### src/rtl/scan_chain_pkg.sv
// scan_chain_pkg: shared FSM state encoding and sizing helpers for the
// scan chain controller.
package scan_chain_pkg;

    typedef enum logic [2:0] {
        IDLE,
        LOAD,
        SHIFT,
        DRAIN,
        FIN
    } state_e;

    // Number of host words needed to fill the whole chain.
    function automatic int words_per_chain(input int chain_len, input int word_w);
        return chain_len / word_w;
    endfunction

    // Width of the bit-within-word counter.
    function automatic int bit_cnt_w(input int word_w);
        return $clog2(word_w);
    endfunction

    // Width of the word counter; it must be able to hold the full word count.
    function automatic int word_cnt_w(input int chain_len, input int word_w);
        return $clog2(words_per_chain(chain_len, word_w) + 1);
    endfunction

endpackage

### src/rtl/scan_chain_ctrl_ser.sv
// scan_chain_ctrl_ser: one-word parallel-to-serial buffer feeding the chain
// head, plus the serial-to-parallel readback register fed from the chain tail.
// The readback register exists only when SCAN_CHAIN_READBACK_EN is defined.
module scan_chain_ctrl_ser
    import scan_chain_pkg::*;
#(
    parameter int WORD_W = 8,
    parameter int BC_W   = bit_cnt_w(WORD_W)
) (
    input  logic              CK,
    input  logic              RST,
    input  logic              load_en_i,
    input  logic              shift_en_i,
    input  logic [WORD_W-1:0] data_i,
    input  logic [BC_W-1:0]   bit_idx_i,
`ifdef SCAN_CHAIN_READBACK_EN
    input  logic              so_i,
    output logic [WORD_W-1:0] rb_o,
`endif
    output logic              si_o
);

    logic [WORD_W-1:0] buf_q;

    // Hold the host word; the bit index selects which bit drives the head.
    // NOTE: these word-sized registers are reset so SI and out_data start at 0.
    always_ff @(posedge CK or posedge RST) begin
        if (RST) begin
            // NOTE: state updates use non-blocking assignments so all flops
            // sample pre-edge values.
            buf_q <= '0;
        end else if (load_en_i) begin
            buf_q <= data_i;
        end
    end

    assign si_o = buf_q[bit_idx_i];

`ifdef SCAN_CHAIN_READBACK_EN
    logic [WORD_W-1:0] rb_q;

    // Tail bit sampled on shift cycle i lands in readback bit i.
    always_ff @(posedge CK or posedge RST) begin
        if (RST) begin
            rb_q <= '0;
        end else if (shift_en_i) begin
            rb_q[bit_idx_i] <= so_i;
        end
    end

    assign rb_o = rb_q;
`endif

endmodule

### src/rtl/scan_chain_ctrl.sv
// scan_chain_ctrl: accepts host words over valid/ready, shifts them LSB-first
// into a scan chain and returns the bits leaving the chain tail as words.
// Readback (SO capture, DRAIN state, out_valid/out_data) is built only when
// SCAN_CHAIN_READBACK_EN is defined; otherwise out_valid/out_data are 0.
module scan_chain_ctrl
    import scan_chain_pkg::*;
#(
    parameter int CHAIN_LEN = 64,
    parameter int WORD_W    = 8
) (
    input  logic              CK,
    input  logic              RST,
    input  logic              start,
    output logic              busy,
    output logic              done,
    input  logic              in_valid,
    output logic              in_ready,
    input  logic [WORD_W-1:0] in_data,
    output logic              SE,
    output logic              SI,
    input  logic              SO,
    output logic              out_valid,
    input  logic              out_ready,
    output logic [WORD_W-1:0] out_data
);

    localparam int WORDS = words_per_chain(CHAIN_LEN, WORD_W);
    localparam int BC_W  = bit_cnt_w(WORD_W);
    localparam int WC_W  = word_cnt_w(CHAIN_LEN, WORD_W);

    state_e          state_q;
    logic [BC_W-1:0] bit_cnt_q;
    logic [WC_W-1:0] word_cnt_q;
    logic            busy_q;
    logic            in_ready_q;
    logic            se_q;
    logic            done_q;
    logic            load_en;
    logic            shift_en;
    logic            si_bit;

    // A word is taken only in LOAD, where in_ready is known to be high.
    assign load_en  = (state_q == LOAD) && in_valid;
    assign shift_en = (state_q == SHIFT);

    scan_chain_ctrl_ser #(
        .WORD_W (WORD_W),
        .BC_W   (BC_W)
    ) u_ser (
        .CK         (CK),
        .RST        (RST),
        .load_en_i  (load_en),
        .shift_en_i (shift_en),
        .data_i     (in_data),
        .bit_idx_i  (bit_cnt_q),
`ifdef SCAN_CHAIN_READBACK_EN
        .so_i       (SO),
        .rb_o       (out_data),
`endif
        .si_o       (si_bit)
    );

`ifdef SCAN_CHAIN_READBACK_EN
    logic out_valid_q;
    assign out_valid = out_valid_q;
`else
    logic unused_inputs;
    assign unused_inputs = SO ^ out_ready;
    assign out_valid     = 1'b0;
    assign out_data      = '0;
`endif

    assign busy     = busy_q;
    assign done     = done_q;
    assign in_ready = in_ready_q;
    assign SE       = se_q;
    // SI is gated so the head sees 0 whenever the chain is not shifting.
    assign SI       = se_q & si_bit;

    // Session FSM with counters and registered handshake/scan outputs; the
    // async reset drops SE immediately so the chain freezes mid-session.
    always_ff @(posedge CK or posedge RST) begin
        if (RST) begin
            state_q     <= IDLE;
            bit_cnt_q   <= '0;
            word_cnt_q  <= '0;
            busy_q      <= 1'b0;
            in_ready_q  <= 1'b0;
            se_q        <= 1'b0;
            done_q      <= 1'b0;
`ifdef SCAN_CHAIN_READBACK_EN
            out_valid_q <= 1'b0;
`endif
        end else begin
            done_q <= 1'b0;
            case (state_q)
                IDLE: begin
                    if (start) begin
                        state_q    <= LOAD;
                        busy_q     <= 1'b1;
                        in_ready_q <= 1'b1;
                    end
                end
                LOAD: begin
                    if (in_valid) begin
                        state_q    <= SHIFT;
                        in_ready_q <= 1'b0;
                        se_q       <= 1'b1;
                        bit_cnt_q  <= '0;
                    end
                end
                SHIFT: begin
                    if (bit_cnt_q == BC_W'(WORD_W - 1)) begin
                        se_q       <= 1'b0;
                        word_cnt_q <= word_cnt_q + WC_W'(1);
`ifdef SCAN_CHAIN_READBACK_EN
                        state_q     <= DRAIN;
                        out_valid_q <= 1'b1;
`else
                        if (word_cnt_q == WC_W'(WORDS - 1)) begin
                            state_q <= FIN;
                            done_q  <= 1'b1;
                        end else begin
                            state_q    <= LOAD;
                            in_ready_q <= 1'b1;
                        end
`endif
                    end else begin
                        bit_cnt_q <= bit_cnt_q + BC_W'(1);
                    end
                end
`ifdef SCAN_CHAIN_READBACK_EN
                DRAIN: begin
                    if (out_ready) begin
                        out_valid_q <= 1'b0;
                        if (word_cnt_q == WC_W'(WORDS)) begin
                            state_q <= FIN;
                            done_q  <= 1'b1;
                        end else begin
                            state_q    <= LOAD;
                            in_ready_q <= 1'b1;
                        end
                    end
                end
`endif
                FIN: begin
                    state_q    <= IDLE;
                    busy_q     <= 1'b0;
                    word_cnt_q <= '0;
                end
                default: begin
                    state_q <= IDLE;
                end
            endcase
        end
    end

endmodule

### config.mk
export PLATFORM = sky130hd
export DESIGN_NAME = scan_chain_ctrl
export DESIGN_NICKNAME = d
export VERILOG_FILES = /design/src/rtl/scan_chain_pkg.sv /design/src/rtl/scan_chain_ctrl_ser.sv /design/src/rtl/scan_chain_ctrl.sv
export SDC_FILE = /design/constraint.sdc
export NUM_CORES = 1
export LEC_CHECK = 0
export ABC_CLOCK_PERIOD_IN_PS = 2300
export BUFFER_PORTS_ARGS = -buffer_cell sky130_fd_sc_hd__buf_2
export CAP_MARGIN = 10
export CORE_ASPECT_RATIO = 1.1
export CORE_MARGIN = 2
export CORE_UTILIZATION = 25
export DETAILED_ROUTE_END_ITERATION = 7
export PLACE_DENSITY_LB_ADDON = 0.1
export SLEW_MARGIN = 10
export SYNTH_ARGS = -nofsm -noshare
export SYNTH_HDL_FRONTEND = slang
export SYNTH_SLANG_ARGS = --single-unit
export TNS_END_PERCENT = 5
### constraint.sdc
create_clock -name CK -period 2.3 [get_ports CK]
set_input_delay 0.115 -clock CK [delete_from_list [all_inputs] [get_ports CK]]
set_output_delay 0.115 -clock CK [all_outputs]
set_load 0.1 [all_outputs]
==> flow_summary.toml, run 1 <==
[run_status]
status = "finished clean"

[place]
place_ws_ns = 0.419
dp_hpwl_mm = 1.87
gp_congestion = 0.747
io_buffers = 16

[synth]
synth_area_leader_cell = "dfrtp_1"
synth_common_cells = "22 x dfrtp_1, 9 x buf_4, 9 x o21ai_0, 8 x mux2_2"
synthXorXnorAreaFrac_pct = 0
synth_top_area_share_pct = 45.9
synth_compound_area_share_pct = 14.8
synth_mux_area_share_pct = 14.0
synthTopCellsByArea = "dfrtp_1 46%, mux2_2 7.5%, buf_4 5.6%, o21ai_0 3.8%, mux4_2 3.8%"
synth-simple-area-share_pct = 12.1
netlist_instances = 108
yosys.cell_count.top_type = "dfrtp_1"
synth_top_family_by_area = "compound AO/OA/AOI/OAI gates"
yosys.area_share.adder_pct = 3.13
synthFlopType = "dfrtp_1"
yosysSeqAreaShare_pct = 45.9
ys_ff_latch = 22
syn_avg_cell_area_um2 = 11.1
synth_edf_count = 0
ys_async_sr_fraction_pct = 100
ys_warn_count = 0
yosysUniqueCellTypes = 37
syn-cell-area_um2 = 1200

[detailed_routing]
first_pass_iters = 4
wirelength_mm = 2.49
postRouteAntennaNets = 0
dr.first_iter.drc_count = 22
via_count = 855
wl_per_cell_um = 13.8
drt-vias-per-instance = 4.75
detail_route.drc_violations = 0

[global_routing]
grt_pass1_wl_mm = 4.29
grt_pass1_vias = 900
grt_use_total_pct = 9.87
grt_max_degree = 23
grt.overflow.total = 0
antenna_found_initial = 0

[power_and_ir_drop]
irDropWorstVdd_mv = 0.853
leakage_uw = 0.000602
clkPwrFrac_pct = 15.8
power.share.combinational_pct = 45.4
switching_share_pct = 43.5
p_int_uw = 890
seqPwrFrac_pct = 38.9
p_per_area_nw_per_um2 = 1170
power_uw = 1570
p_switching_uw = 684

[sta]
max-slew-margin-rel_pct = 41.2
rsz0062_at_grt = "false"
clock_skew_ns = 0.00102
final.setup.worst_slack_ns = 0.286
fin_crit_sh_pct = 87.6
layout_min_cycle_time_ns = 2.01
tns_ns = 0
slew_violations = 0
worst_slew_pin_slew_ns = 0.881
finalHoldViolations = 0
max_freq_mhz = 497
setup-violations-final = 0

[setup_path]
crit_chain = "mux4_2, and3_1, a31o_2, buf_2"
crit_buf_inv = 1
crit_end = "SI"
critPathCaptureType = "primary output"
r2r_start = "bit_cnt_q[1]$_DFFE_PP0P_"
r2r-end = "bit_cnt_q[1]$_DFFE_PP0P_"
cp_data_required_time_ns = 2.18
crit_cells = 4
max_stage_delay_ns = 0.51
cp-start-kind = "flip-flop"
arrival_ns = 1.90
crit_fanout = 4
cp_top_family = "multiplexers"
r2r_cells = 5
cp-startpoint = "bit_cnt_q[1]$_DFFE_PP0P_"
cpMaxStageDelayCell = "mux4_2"
worst-setup-path-type = "reg -> out"
r2r_setup_slack_ns = 0.40

[min_path]
hold_path_class = "in -> async"

[clock_tree]
cts_setup_buffers = 0
clk_pin_slew_ns = 0.08
cts_tree = "built"
cts_hold_buf = 0
clock-root-buffer = "clkbuf_8"
ctsResizeCount = 0
clk_latency_ns = 0.26
htreeDepth = 1
cts.path.max_buffers = 2
cts_made_buffers = 3
cts_sinks = 22

[floorplanning]
core_um2 = 4620
die_h_um = 76.6
ios = 28
die_w_um = 70.0
dieArea_um2 = 5360
start_util_pct = 25.9
num_rows = 26

[finish]
drive_gt1_share_pct = 30.6
post-route-util_pct = 29.2
num_antenna_cells = 0
areaGrowthSynthToFinish_pct = 12.5
nNetsFinal = 143

[run]
maxCapViolCount = 0
## power by group through the flow
stage / registers [µW] / clock network, µW / logic (µW)
6_report: 612 / 248 / 714
5_1_grt: 636 / 270 / 779
4_1_cts: 616 / 254 / 724
3_5_place_dp: 623 / 0 / 717
3_3_place_gp: 623 / 0 / 713
2_1_floorplan: 631 / 0 / 595
## sequential cells by signal, summed over array words and instances (netlist names)
signal and cells:
u_ser.buf_q 8, word_cnt_q 4, bit_cnt_q 3, state_q 3, SE 1, busy 1
done 1, in_ready 1
## through the flow
step	cell area, µm²	hold slack, ns	cells
after global routing	1350	0.0806	180
final	1350	0.0212	180
after detailed placement	1310	0.352	177
after global placement	1310	0.349	177
after CTS	1350	0.0634	180
after floorplan	1230	0.104	116
## worst register-to-register path: cells and delay by family, from the launching register on
kind                     cells  cell delay (ns)
flip-flops                   1             0.45
adder cells (fa/ha/maj)      2             0.42
AND/OR/NAND/NOR              1             0.39
multiplexers                 1             0.34
AO/OA/AOI/OAI                1             0.19
## cell usage in the layout, fill, tap and decap left out, drive strengths merged, types with 2 or more instances in the layout
cell type	synthesis	layout
a21oi	5	5
a31oi	2	2
a32oi	2	2
and3	3	3
buf	13	20
clkbuf	2	3
conb	1	9
dfrtp	22	22
ha	3	3
inv	4	4
mux2	10	10
mux4	2	2
nand2	3	3
nand3b	2	2
nor2	4	4
nor2b	2	2
nor4	3	3
o21ai	9	9
o31ai	3	3
## routing by layer
layer  global-route usage (%)  routed length [µm]  vias to the layer above  share of wire [%]
met5                        0                   0                        -                  0
met1                     12.5                1110                      423                 45
met3                     1.98                  94                        2                3.8
li1                         -                   -                      411                  -
met4                     2.88                  16                        0               0.64
met2                     16.9                1270                       19                 51
## final cells by class
| class | instances | area [µm²] |
|---|---|---|
| well taps | 56 | 70.1 |
| flip-flops and latches | 22 | 551 |
| repair buffers | 20 | 110 |
| clock buffers | 3 | 41.3 |
| inverters | 4 | 15.0 |
| multi-input cells | 75 | 562 |
| fillers | 511 | 3270 |
## logic make-up (layout without fill, tap and decap cells)
family	count (synthesis)	in the layout
compound gates	26	26
fa+ha+maj	3	3
buf+inv	19	27
flops	22	22
mux	13	13
other cells	1	9
simple gates	24	24
## worst min path at each step
stage,end
after global routing,u_ser.buf_q[0]$_DFFE_PP0P_
final,busy$_DFFE_PP0P_
after global placement,SE$_DFFE_PP0P_
after detailed placement,SE$_DFFE_PP0P_
after floorplan,SE$_DFFE_PP0P_
after CTS,SE$_DFFE_PP0P_
No activity file was read; power rests on OpenSTA's default activity.
==> inputs of run 2 (changes only) <==
Settings changed: ABC_CLOCK_PERIOD_IN_PS 2300 to 2600, CORE_UTILIZATION 25 to 36.
Clock period 2.3 ns to 2.6 ns, I/O delays scaled along.
==> run 2 against run 1 <==
  * Via count is 3.3% lower
  * Core utilization is 13 points higher
  * Power is 10% lower
  * Global-route usage is 2.9 points higher
  * Critical path depth stayed put
  * Hold slack better by 0.019 ns
  * Largest power group unchanged
  * Highest routed layer unchanged
==> flow_summary.toml, run 2 (same netlist as run 1, synthesis figures left out) <==
[run_status]
status = "finished clean"

[sta]
finalHoldViolations = 0
tns_ns = 0
clock_skew_ns = 0.00120
setup-violations-final = 0
max_freq_mhz = 483
rsz0062_at_grt = "false"
worst_slew_pin_slew_ns = 0.837
layout_min_cycle_time_ns = 2.07
max-slew-margin-rel_pct = 44.1
slew_violations = 0
fin_crit_sh_pct = 79.7

[setup_path]
cp-startpoint = "bit_cnt_q[1]$_DFFE_PP0P_"
worst-setup-path-type = "reg -> out"
cp_data_required_time_ns = 2.47
arrival_ns = 1.94
r2r_start = "bit_cnt_q[1]$_DFFE_PP0P_"
cp-start-kind = "flip-flop"
crit_fanout = 4
critPathCaptureType = "primary output"

[detailed_routing]
wl_per_cell_um = 13.2
dr.first_iter.drc_count = 24
postRouteAntennaNets = 0
wirelength_mm = 2.07
detail_route.drc_violations = 0
first_pass_iters = 4
via_count = 827
drt-vias-per-instance = 5.27

[floorplanning]
die_h_um = 64.5
dieArea_um2 = 3810
start_util_pct = 38.7
num_rows = 21
ios = 28
core_um2 = 3100
die_w_um = 59.0

[power_and_ir_drop]
power.share.combinational_pct = 43.9
p_switching_uw = 581
p_int_uw = 830
clkPwrFrac_pct = 18.7
power_uw = 1410
p_per_area_nw_per_um2 = 1070
leakage_uw = 0.000596
irDropWorstVdd_mv = 0.456
seqPwrFrac_pct = 37.4
switching_share_pct = 41.1

[clock_tree]
htreeDepth = 1
clk_latency_ns = 0.31
cts_made_buffers = 3
cts.path.max_buffers = 2
clk_pin_slew_ns = 0.13
clock-root-buffer = "clkbuf_4"
ctsResizeCount = 0
cts_sinks = 22
cts_tree = "built"
cts_setup_buffers = 0

[place]
io_buffers = 16
gp_congestion = 0.725
dp_hpwl_mm = 1.51
place_area_um2 = 1260

[run]
maxCapViolCount = 0

[finish]
seq_area_um2 = 551
stdcell_area_um2 = 1320
largest_register_ffs = 8
areaGrowthSynthToFinish_pct = 10.1
layout_common_cells = "22 x dfrtp_1, 16 x buf_2, 9 x o21ai_0, 9 x conb_1, 8 x mux2_2"
nNetsFinal = 141
top_register = "u_ser.buf_q"
fillCellCount = 314
drive_gt1_share_pct = 29.3
reg_top3 = "u_ser.buf_q: 8 flops, word_cnt_q: 4 flops"
multi_input_comb_area_um2 = 562
num_antenna_cells = 0
layout_commonest_cell = "dfrtp_1"

[global_routing]
grt_pass1_vias = 844
grt_pass1_wl_mm = 3.73
antenna_found_initial = 0
grt.overflow.total = 0
grt_max_degree = 23
grt_use_total_pct = 12.7

[min_path]
hold_path_class = "in -> reg"
hp-start = "in_data[5]"
==> run 2: cell type report <==
type	count	share of cell area, %
Inverter	4	1.14
Clock inverter	1	2.27
Sequential cell	22	41.7
Timing Repair Buffer	18	7.39
Tap cell	34	3.22
Clock buffer	3	1.71
Multi-Input combinational cell	75	42.6
==> run 2: path summary, 6_finish.rpt <==
path	end	slack (ns)	depth (start not counted)
max	SI	0.53	4
min	u_ser.buf_q[5]$_DFFE_PP0P_	0.04	2
max reg2reg	bit_cnt_q[1]$_DFFE_PP0P_	0.60	5
min reg2reg	u_ser.buf_q[5]$_DFFE_PP0P_	0.52	1
max in group asynchronous	bit_cnt_q[0]$_DFFE_PP0P_	1.57	3
min in group asynchronous	busy$_DFFE_PP0P_	0.52	3
==> run 2: what timing repair did <==
item                                    in CTS  in global routing
endpoints found under the setup margin       0                  0
hold buffers                                 1                  0
hold endpoints to repair                    22                  0
==> run 2: through the flow <==
stage	hold slack [ns]	instances	worst slack [ns]	utilization (%)
2_1_floorplan	0.119	116	0.686	-
3_5_place_dp	0.352	152	0.592	40.6
6_report	0.0403	157	0.528	42.6
4_1_cts	0.0318	157	0.496	42.6
5_1_grt	0.0226	157	0.437	42.6
3_3_place_gp	0.346	152	0.596	40.6
==> run 2: power groups by stage <==
stage | registers [µW] | logic [µW] | clock network, µW
2_1_floorplan | 558 | 526 | 0
3_3_place_gp | 538 | 620 | 0
3_5_place_dp | 539 | 626 | 0
4_1_cts | 530 | 629 | 273
5_1_grt | 548 | 675 | 289
6_report | 527 | 620 | 264
==> run 2: per-layer routing <==
metal  GRT usage (%)  up-vias  share of wire (%)
li1                -      407                  -
met1            16.3      396                 47
met2            20.7       20                 48
met3            2.59        4                3.7
met4            5.11        0                1.4
met5               0        -                  0
==> run 2: worst max-delay path, stage by stage (launching register included) <==
cell	delay (ns)
dfrtp_1	0.45
mux4_2	0.50
and3_1	0.19
a31o_2	0.21
buf_2	0.29
